`config.mk`:
```
export PLATFORM = sky130hd
export DESIGN_NAME = sha256_w_sched_ctrl
export DESIGN_NICKNAME = d
export VERILOG_FILES = /design/src/rtl/sha256_pkg.sv /design/src/rtl/sha256_w_step.sv /design/src/rtl/sha256_w_sched_ctrl.sv
export SDC_FILE = /design/constraint.sdc
export NUM_CORES = 1
export LEC_CHECK = 0
export CAP_MARGIN = 20
export CELL_PAD_IN_SITES_DETAIL_PLACEMENT = 1
export CELL_PAD_IN_SITES_GLOBAL_PLACEMENT = 2
export CORE_MARGIN = 10
export CORE_UTILIZATION = 35
export DETAILED_ROUTE_END_ITERATION = 16
export PLACE_DENSITY = 0.88
export SLEW_MARGIN = 20
export SYNTH_ARGS = -nofsm -noshare
export SYNTH_HDL_FRONTEND = slang
export SYNTH_SLANG_ARGS = --single-unit
```
`constraint.sdc`:
```
create_clock -name CLK -period 38.1 [get_ports CLK]
set_input_delay 7.62 -clock CLK [delete_from_list [all_inputs] [get_ports CLK]]
set_output_delay 7.62 -clock CLK [all_outputs]
set_load 0.02 [all_outputs]
```
`src/rtl/sha256_pkg.sv`:
```
// Shared definitions for the SHA-256 message-schedule sequencer.
//   SHA256_WORD_W / SHA256_BLK_W / SHA256_ROUNDS : word, block and round sizes
//   sha256_s0 / sha256_s1                        : small-sigma functions of the schedule
//   sched_state_t                                : sequencer FSM states
package sha256_pkg;

    localparam int SHA256_WORD_W = 32;
    localparam int SHA256_BLK_W  = 512;
    localparam int SHA256_ROUNDS = 64;

    typedef enum logic {
        IDLE = 1'b0,
        RUN  = 1'b1
    } sched_state_t;

    // s0(x) = ROTR7 ^ ROTR18 ^ SHR3
    function automatic logic [SHA256_WORD_W-1:0] sha256_s0(input logic [SHA256_WORD_W-1:0] x);
        return {x[6:0], x[31:7]} ^ {x[17:0], x[31:18]} ^ (x >> 3);
    endfunction

    // s1(x) = ROTR17 ^ ROTR19 ^ SHR10
    function automatic logic [SHA256_WORD_W-1:0] sha256_s1(input logic [SHA256_WORD_W-1:0] x);
        return {x[16:0], x[31:17]} ^ {x[18:0], x[31:19]} ^ (x >> 10);
    endfunction

endpackage

```
`src/rtl/sha256_w_step.sv`:
```
// One step of the SHA-256 schedule recurrence (purely combinational).
//   w_t    : W_(t)       w_t1  : W_(t+1)
//   w_t9   : W_(t+9)     w_t14 : W_(t+14)
//   w_t16  : W_(t+16) = s1(w_t14) + w_t9 + s0(w_t1) + w_t   (mod 2^32)
module sha256_w_step
    import sha256_pkg::*;
(
    input  logic [SHA256_WORD_W-1:0] w_t,
    input  logic [SHA256_WORD_W-1:0] w_t1,
    input  logic [SHA256_WORD_W-1:0] w_t9,
    input  logic [SHA256_WORD_W-1:0] w_t14,
    output logic [SHA256_WORD_W-1:0] w_t16
);

    // Carries beyond bit 31 fall off because the sum is sized to the word.
    assign w_t16 = sha256_s1(w_t14) + w_t9 + sha256_s0(w_t1) + w_t;

endmodule

```
`src/rtl/sha256_w_sched_ctrl.sv`:
```
// Serial SHA-256 message-schedule sequencer.
// Accepts one 512-bit padded block and streams W_0..W_(ROUNDS-1), one word per
// output handshake, from a 16-word sliding window.
//   CLK, RST   : clock; synchronous active-high reset
//   abort      : flush the block in progress (no effect in IDLE except blocking acceptance)
//   in_valid / in_ready / block_in     : block input ([511:480] = W_0 ... [31:0] = W_15)
//   out_valid / out_ready / out_w / out_idx / out_last : word output stream
//   busy       : high while a block is being sequenced (state RUN)
// Handshake: a transfer happens on a rising edge where valid and ready are both high;
// valid never depends on ready, and a valid word holds stable until it transfers
// (or the block is aborted/reset).
module sha256_w_sched_ctrl
    import sha256_pkg::*;
#(
    parameter int ROUNDS = SHA256_ROUNDS,   // 17..64
    parameter int IDX_W  = 6                // 2**IDX_W >= ROUNDS
) (
    input  logic                     CLK,
    input  logic                     RST,
    input  logic                     abort,
    input  logic                     in_valid,
    output logic                     in_ready,
    input  logic [SHA256_BLK_W-1:0]  block_in,
    output logic                     out_valid,
    input  logic                     out_ready,
    output logic [SHA256_WORD_W-1:0] out_w,
    output logic [IDX_W-1:0]         out_idx,
    output logic                     out_last,
    output logic                     busy
);

    localparam logic [IDX_W-1:0] LAST_IDX = IDX_W'(ROUNDS - 1);

    sched_state_t              state;
    logic [SHA256_WORD_W-1:0]  win [16];
    logic [SHA256_WORD_W-1:0]  w_next;
    logic                      accept;
    logic                      beat;
    logic                      load_en;
    logic                      shift_en;
    logic [IDX_W-1:0]          idx_next;

    assign accept   = (state == IDLE) && in_valid && in_ready && !abort;
    assign beat     = (state == RUN) && out_valid && out_ready && !abort;
    // Window is not reset (contents are don't-care), so gate its enables with RST
    // to keep a reset cycle from disturbing it.
    assign load_en  = accept && !RST;
    assign shift_en = beat && !RST;
    // out_idx doubles as the word counter.
    assign idx_next = out_idx + IDX_W'(1);

    sha256_w_step u_step (
        .w_t   (win[0]),
        .w_t1  (win[1]),
        .w_t9  (win[9]),
        .w_t14 (win[14]),
        .w_t16 (w_next)
    );

    // Sliding window: win[0] always holds the word currently presented on out_w.
    always_ff @(posedge CLK) begin
        if (load_en) begin
            for (int i = 0; i < 16; i++) begin
                win[i] <= block_in[SHA256_BLK_W-1-32*i -: 32];
            end
        end else if (shift_en) begin
            for (int i = 0; i < 15; i++) begin
                win[i] <= win[i+1];
            end
            win[15] <= w_next;
        end
    end

    // FSM and registered outputs.
    always_ff @(posedge CLK) begin
        if (RST) begin
            state     <= IDLE;
            in_ready  <= 1'b1;
            out_valid <= 1'b0;
            out_w     <= '0;
            out_idx   <= '0;
            out_last  <= 1'b0;
            busy      <= 1'b0;
        end else begin
            case (state)
                IDLE: begin
                    if (accept) begin
                        state     <= RUN;
                        in_ready  <= 1'b0;
                        out_valid <= 1'b1;
                        busy      <= 1'b1;
                        out_w     <= block_in[SHA256_BLK_W-1 -: 32];
                        out_idx   <= '0;
                        out_last  <= 1'b0;   // ROUNDS >= 17, so word 0 is never last
                    end
                end
                RUN: begin
                    if (abort || (beat && out_last)) begin
                        state     <= IDLE;
                        in_ready  <= 1'b1;
                        out_valid <= 1'b0;
                        busy      <= 1'b0;
                        out_last  <= 1'b0;
                    end else if (beat) begin
                        out_w    <= win[1];
                        out_idx  <= idx_next;
                        out_last <= (idx_next == LAST_IDX);
                    end
                end
                default: begin
                    state     <= IDLE;
                    in_ready  <= 1'b1;
                    out_valid <= 1'b0;
                    busy      <= 1'b0;
                    out_last  <= 1'b0;
                end
            endcase
        end
    end

endmodule

```
==> impl_results.md <==
- Status: finished clean
- Vias in the first global route: 23.1k
- Hold WS: 0.486 ns
- EDFF count, synth: 512
- Final setup margin: 26.52 ns
- Initial antenna violation count: 35
- I/O pin cnt: 559
- Yosys cell types: 64
- Fin nets: 4005
- Setup crit start: abort
- DRC viols: 0
- Leak: 14.7 nW
- FF-to-FF path depth: 16
- Power per standard cell area: 45.9 nW/um^2
- Layout cell share with drive strength beyond 1: 3.49%
- Most common cell after layout, fill and taps aside: nand2_1
- Setup crit end kind: register
- CTS Buf Count: 60
- Core Rows: 104
- CTS hold repair buffers: 0
- Power Total: 1.67 mW
- Port bufs: 558
- Setup TNS Final: 0 ns
- Clock Latency Late Sink: 0.63 ns
- Worst slew margin: 17.5%
- Most frequent cells in the layout: nand2_1, clkdlybuf4s50_1, edfxtp_1
- Yosys warnings: 0
- DR vias: 21.9k
- Crit Path Class: in -> reg
- Setup Fix Bufs, Post-CTS: 0
- Dpl ws: 26.06 ns
- Routed wire length: 111000 um
- Clk root buf: clkbuf_16
- Max Fclk: 86.3 MHz
- Min-delay worst type: reg -> reg
- FILL cells: 9019
- Mapped cell area: 28200 um^2
- FFs w/ async S/R, synth: 0%
- Gr ovfl total: 0
- Via/cell ratio: 4.83
- Clock skew: 0.0441 ns
- Actual slew at the worst max-slew pin: 1.24 ns
- Post-DP HPWL: 84500 um
- R2R Setup Slk: 33.44 ns
- Crit path to: win[0][472]
- Die H: 304 um
- Syn Area/Cell: 9.64 um^2
- Synthesis-stage register bit count: 554
- Post-Syn Nets: 3538
- 1st-iter DRT viols: 1943
- Dpl cell area: 34600 um^2
- Tot GR Track Use: 23.1%
- Seq/Total Area, Yosys: 57.5%
- CTS tree: done
- Starting Density: 35.2%
- Hold Vio Cnt, Final: 0
- H-tree depth: 2
- # clock sinks: 554
- DR pass1 iterations: 5
- Global-route wire length before repair: 157000 um
- Cells after Synth: 2926
- R2R Path End: win[0][509]
- Worst-path fanout max: 179
- Arrival @ worst endpoint: 11.79 ns
- Period utilisation layout: 30.4%
- Cts repair resizes: 0
- Routed len/inst: 24.5 um
- Top FF cell, synth: edfxtp_1
- # setup viols final: 0
- Die area: 92300 um^2
- Die width: 304 um
- Final Cell Area: 36500 um^2
- CTS Buffer Depth: 3
- Core footprint: 80200 um^2
- Reg-to-Reg Start: win[0][466]
- Max cap viols: 0
- Final min period: 11.58 ns
- Worst VDD drop: 0.0364 mV
- GP Congestion: 0.884
- Worst Setup Start Kind: input port
- Synthesis-to-finish area growth: 29.3%
- Largest net degree at the start of global routing: 205
- Reg clk slew, reported paths: 0.06 ns
- Setup repair after global routing missed its margin: no
- Antenna Violating Nets Remaining: 0
- Fin. max-slew vios: 0
- Required time of the critical path: 38.31 ns
## power breakdown
group	switching (mW)	internal, mW
Sequential	0.0158	0.705
Combinational	0.233	0.165
Clock	0.250	0.305
## stage by stage
stage / cells / utilization, %
2_1_floorplan: 2926 / -
3_3_place_gp: 4389 / 43.1
3_5_place_dp: 4390 / 43.1
4_1_cts: 4498 / 45.4
5_1_grt: 4518 / 45.5
6_report: 4524 / 45.5
## worst max-delay path: stages
cell,delay (ns)
clkdlybuf4s50_1,0.47
nand2b_1,0.26
or3_4,0.68
nand2_4,0.72
buf_12,0.58
buf_4,0.96
## registers in the layout (all words and copies together), names as in the netlist
name,flops
out_idx,6
state,1
out_w,32
win,512
in_ready,1
out_last,1
busy,1
## per-layer routing
| layer | global-route usage, % | share of wire, % |
|---|---|---|
| met3 | 5.91 | 7.1 |
| met5 | 0 | 0.11 |
| met4 | 7.88 | 2.9 |
| met1 | 27.9 | 40 |
| met2 | 39.5 | 50 |
## synth_stat cells, drive strengths merged, types with 2 or more instances
master	count	share of area, %
nand2	1440	19
edfxtp	512	55
inv	143	1.9
xnor2	118	3.7
clkbuf	114	1.6
nor2	82	1.1
o21ai	63	1.1
fa	62	4.4
buf	55	1.0
a21oi	47	0.83
dfxtp	42	3.0
a211oi	36	0.98
mux2i	35	1.2
ha	33	1.5
xor2	26	0.81
nand3	15	0.33
a21o	13	0.35
nor3	9	0.16
a31oi	8	0.28
nand4	7	0.16
and3	6	0.14
o21a	5	0.13
or3	5	0.11
and2	4	0.093
nand2b	4	0.089
nand3b	3	0.080
nor2b	3	0.067
nor3b	3	0.080
o21bai	3	0.080
o31ai	3	0.16
a221o	2	0.071
a311oi	2	0.062
a31o	2	0.062
nand4bb	2	0.080
o211a	2	0.071
o211ai	2	0.071
## cell type report
class	instances	area, um^2	area share [%]
clock buffers	80	1630	4.46
multi-input cells	2060	10700	29.5
diodes	25	62.6	0.172
repair buffers	574	5770	15.8
inverters	143	537	1.47
clock inverters	28	188	0.515
flip-flops and latches	554	16200	44.5
well taps	1060	1330	3.64
## cells by family (layout without fill, tap and decap cells)
group / after synthesis / in the layout / synth area share, %
buffers and inverters: 312 / 825 / 4.51
adder cells (fa/ha/maj): 95 / 95 / 5.87
AND/OR/NAND/NOR: 1588 / 1588 / 21.8
AO/OA/AOI/OAI: 197 / 197 / 4.56
multiplexers: 36 / 36 / 1.28
XOR/XNOR: 144 / 144 / 4.47
other: 0 / 25 / 0
flip-flops: 554 / 554 / 57.5
## worst min-delay path by stage
stage                     cells after the start   startpoint  slack, ns          end
after global placement                        2  win[0][141]       0.49  win[0][109]
after global routing                          2  win[0][405]       0.51  win[0][373]
after floorplan                               2  win[0][132]       0.48  win[0][100]
after detailed placement                      2  win[0][242]       0.49  win[0][210]
after CTS                                     2  win[0][405]       0.49  win[0][373]
final                                         2  win[0][405]       0.49  win[0][373]
Power figures use the tool's default switching activity.
